### src/rtl/paralelo_serial_tx.sv
// Transmit-side parallel-to-serial converter: 4 lanes x 8 bits, MSB first, one bit per clk.
// COM fills invalid lanes and the post-reset sync preamble.
module paralelo_serial_tx #(
  parameter logic [7:0]  COM      = 8'hBC,
  parameter int unsigned SYNC_COM = 4
) (
  input  logic       clk,
  input  logic       reset,
  input  logic [7:0] data_in0,
  input  logic [7:0] data_in1,
  input  logic [7:0] data_in2,
  input  logic [7:0] data_in3,
  input  logic       valid0,
  input  logic       valid1,
  input  logic       valid2,
  input  logic       valid3,
  output logic       word_ready,
  output logic       data_out,
  output logic       tx_active
);

  typedef enum logic {SYNC, ACTIVE} state_t;

  localparam logic [3:0] SYNC_LAST = 4'(SYNC_COM - 1);

  state_t     state;
  logic [7:0] sreg;
  logic [2:0] bit_cnt;
  logic [1:0] lane_cnt;
  logic [3:0] sync_cnt;
  logic [7:0] hold_data [4];
  logic [3:0] hold_valid;
  logic [7:0] lane0_byte;

  assign data_out   = sreg[7];
  assign lane0_byte = valid0 ? data_in0 : COM;

  // Capture edge: last bit of the final sync COM, or last bit of lane 3.
  always_comb begin
    word_ready = 1'b0;
    if (bit_cnt == 3'd7) begin
      word_ready = ((state == SYNC)   && (sync_cnt == SYNC_LAST)) ||
                   ((state == ACTIVE) && (lane_cnt == 2'd0));
    end
  end

  always_ff @(posedge clk or posedge reset) begin
    if (reset) begin
      state      <= SYNC;
      sreg       <= COM;
      bit_cnt    <= '0;
      lane_cnt   <= '0;
      sync_cnt   <= '0;
      tx_active  <= 1'b0;
      hold_valid <= '0;
      for (int unsigned i = 0; i < 4; i++) hold_data[i] <= '0;
    end else if (bit_cnt != 3'd7) begin
      sreg    <= {sreg[6:0], 1'b0};
      bit_cnt <= bit_cnt + 3'd1;
    end else begin
      bit_cnt <= '0;
      if (word_ready) begin
        // Lane 0 bypasses the hold registers so its MSB is out the cycle after capture.
        hold_data[0] <= data_in0;
        hold_data[1] <= data_in1;
        hold_data[2] <= data_in2;
        hold_data[3] <= data_in3;
        hold_valid   <= {valid3, valid2, valid1, valid0};
        sreg         <= lane0_byte;
        lane_cnt     <= 2'd1;
        state        <= ACTIVE;
        tx_active    <= 1'b1;
      end else if (state == SYNC) begin
        sreg     <= COM;
        sync_cnt <= sync_cnt + 4'd1;
      end else begin
        sreg     <= hold_valid[lane_cnt] ? hold_data[lane_cnt] : COM;
        lane_cnt <= lane_cnt + 2'd1;
      end
    end
  end

endmodule

### config.mk
export PLATFORM = sky130hd
export DESIGN_NAME = paralelo_serial_tx
export DESIGN_NICKNAME = d
export VERILOG_FILES = /design/src/rtl/paralelo_serial_tx.sv
export SDC_FILE = /design/constraint.sdc
export NUM_CORES = 1
export LEC_CHECK = 0
export CAP_MARGIN = 10
export CORE_UTILIZATION = 55
export CTS_BUF_LIST = sky130_fd_sc_hd__clkbuf_2 sky130_fd_sc_hd__clkbuf_4 sky130_fd_sc_hd__clkbuf_8
export DETAILED_ROUTE_END_ITERATION = 10
export GPL_TIMING_DRIVEN = 1
export MAX_ROUTING_LAYER = met4
export PLACE_DENSITY = 0.82
export REMOVE_ABC_BUFFERS = 1
export SYNTH_ARGS = -nofsm -noshare
export SYNTH_HDL_FRONTEND = slang
export SYNTH_SLANG_ARGS = --single-unit
### constraint.sdc
create_clock -name clk -period 2.4 [get_ports clk]
set_input_delay 0.48 -clock clk [delete_from_list [all_inputs] [get_ports clk]]
set_output_delay 0.48 -clock clk [all_outputs]
set_load 0.02 [all_outputs]
==> metrics.csv <==
metric,value,unit
status,finished clean,
p_clk_share,31.6,%
place_congestion,0.725,
vdd_drop_max,0.000362,V
die_w,68.9,µm
tritoncts,yes,
grt_usage,22.9,%
p_leak,1.28,nW
reg2reg_depth,5,
yosys.area_share.adder,2.03,%
grt_pass1_vias,1545,
path_cells,"ha_1, nor4b_4, o21a_2, dlygate4sd2_1",
rsz0062_at_grt,no,
place_ws,0.203,ns
routed_wl,4390,µm
avgSynthCellArea,15.8,µm²
max_slew_margin,46.1,%
reg2reg_slack,0.27,ns
rr_endpoint,hold_data[4]$_DFFE_PP0P_,
final_cell_mix,"dfrtp_1 (49), clkdlybuf4s50_1 (39), mux2_2 (19)",
syn_area,2460,µm²
final_common_cell,dfrtp_1,
start_util,59.5,%
setup_viol,0,
timing.final.crit_share,93.5,%
whs_endpoint,bit_cnt[0]$_DFF_PP0_,
path_clk_slew,0.09,ns
grt_pass1_wl,7410,µm
crit_required,1.92,ns
grt-ovfl-total,0,
clk_path_buf_depth,2,
crit_family,flip-flops,
die_y,68.9,µm
ant_nets,0,
cp_num_buf_inv,1,
worst_pin_slew,0.805,ns
row_count,23,
setup_tns,0,ns
fmax,446,MHz
hold_viol_final,0,
synth_warnings,0,
yosys.area_share.simple,5.03,%
avgViaCountPerCell,5.57,
syn_inst,156,
max_stage_delay,0.40,ns
r2r-start,sync_cnt[0]$_DFFE_PP0P_,
drv_slew,0,
finalCriticalPeriod,2.24,ns
whs_path_depth,1,
multiInputGateArea,1010,µm²
endpoint_kind,primary output,
num_vias,1398,
first_pass_iters,4,
die-area,4750,µm²
synth-seq-cells,54,
hp-start,bit_cnt[0]$_DFF_PP0_,
core_area,4140,µm²
cts_sinks,54,
power.density,542,nW/µm²
seq_area,1360,µm²
synth_xor_area_share,0.711,%
p_comb_share,9.1,%
cts-buffers-inserted,5,
hpwl,3130,µm
grt_max_degree,38,
slowest_stage,dfrtp_1,
power_frac_seq,59.2,%
area_growth,22.1,%
num_io_pins,41,
drc,0,
synth_compound_area_share,5.23,%
drt-wirelength-per-cell,17.5,µm
hold_buffers,0,
ys_seq_area_share,55.1,%
grt_antenna_before_repair,0,
yosysUniqueCellTypes,33,
cap_violations,0,
arrival,1.76,ns
drt_iter0_drc,58,
swShare,20.4,%
synth_top_family_by_area,multiplexers,
hold_class,flop to flop,
insertedDiodeCount,0,
p_switching,0.000333,W
clock_latency,0.30,ns
internal-power,0.00130,W
root_buffer,clkbuf_8,
fin_skew,0.0107,ns
nFillCells,271,
htreeDepth,2,
drive_gt1_share,36.3,%
cp-start-kind,flop,
port-buffer-count,40,
crit_type,flop to primary output,
synthMuxAreaShare,27.7,%
final_nets,242,
path_max_fanout,4,
setup_ws,0.157,ns
-- how the worst max path moves through the flow --
stage	start	to	slack (ns)	cells after the start
after floorplan	lane_cnt[0]$_DFFE_PP0P_	hold_data[0]$_DFFE_PP0P_	0.26	5
after global placement	sync_cnt[0]$_DFFE_PP0P_	word_ready	0.33	4
after detailed placement	sync_cnt[0]$_DFFE_PP0P_	word_ready	0.20	4
after CTS	sync_cnt[0]$_DFFE_PP0P_	word_ready	0.17	4
after global routing	sync_cnt[0]$_DFFE_PP0P_	word_ready	0.07	4
final	sync_cnt[0]$_DFFE_PP0P_	word_ready	0.16	4
-- cells by family after synthesis --
logic type      Yosys count
compound gates           15
xor+xnor                  2
buf+inv                  17
fa+ha+maj                 4
mux                      46
simple gates             18
flops                    54
-- layer usage --
layer	routed length [µm]	track usage, %
met1	1930	29.6
met2	2270	36.2
met3	137	5.43
met4	52	6.63
met5	0	-
-- cells in the mapped netlist --
cell type	count	area (µm²)
a21bo_2	1	10.0
a22o_1	1	8.76
and2_1	1	6.26
and3b_1	1	8.76
buf_12	1	20.0
buf_2	2	10.0
buf_4	1	7.51
buf_6	1	11.3
buf_8	1	15.0
clkbuf_1	2	7.51
dfrtp_1	49	1230
dfstp_2	5	131
ha_1	4	50.1
inv_1	9	33.8
mux2_2	19	214
mux2_4	17	255
mux2i_1	1	10.0
mux4_2	9	203
nand3_1	4	20.0
nand3b_1	5	37.5
nand4_1	1	6.26
nor2_1	1	3.75
nor2b_1	2	12.5
nor3b_1	1	7.51
nor4b_2	1	15.0
o211ai_1	1	7.51
o21a_2	1	8.76
o21ai_0	4	20.0
o221a_2	5	56.3
o221ai_1	2	17.5
or2_2	1	6.26
xnor2_1	1	8.76
xor2_1	1	8.76
-- state kept, by name, indices dropped and copies added, names as in the netlist --
name and flops:
lane_cnt 2, state 1, hold_data 32, bit_cnt 3, hold_valid 4, sreg 8, sync_cnt 4
-- per-stage QoR --
step | instance area [µm²] | utilization (%) | instances | hold slack (ns) | power, W
after global placement | 2910 | 70.1 | 243 | 0.416 | 0.00113
final | 3010 | 72.6 | 251 | 0.448 | 0.00163
after detailed placement | 2910 | 70.1 | 243 | 0.427 | 0.00114
after global routing | 3010 | 72.6 | 251 | 0.505 | 0.00171
after floorplan | 2390 | - | 148 | 0.403 | 0.00105
after CTS | 3010 | 72.6 | 251 | 0.438 | 0.00165
-- layout make-up --
| cell class | count | share of cell area (%) |
|---|---|---|
| flip-flops and latches | 54 | 45.1 |
| clock buffers | 7 | 2.99 |
| clock inverters | 1 | 0.166 |
| well taps | 50 | 2.08 |
| inverters | 9 | 1.12 |
| multi-input cells | 85 | 33.6 |
| repair buffers | 45 | 14.9 |
-- power by group through the flow --
stage	Combinational (W)	Sequential, W	Clock [W]
floorplan	0.0000707	0.000979	0
global placement	0.000147	0.000982	0
detailed placement	0.000151	0.000985	0
CTS	0.000152	0.000967	0.000532
global route	0.000162	0.000972	0.000580
finish	0.000149	0.000967	0.000516
-- worst reg2reg max path, stage by stage, from the launching register on --
cell,delay (ns)
dfrtp_1,0.40
ha_1,0.25
nor4b_4,0.27
o21a_2,0.21
buf_4,0.46
mux2_2,0.42
-- what timing repair did --
action                                  CTS  global route
endpoints found under the setup margin    1             0
buffers inserted                          0             0
gates resized for setup                   2             0
(Power assumes the default switching activity.)
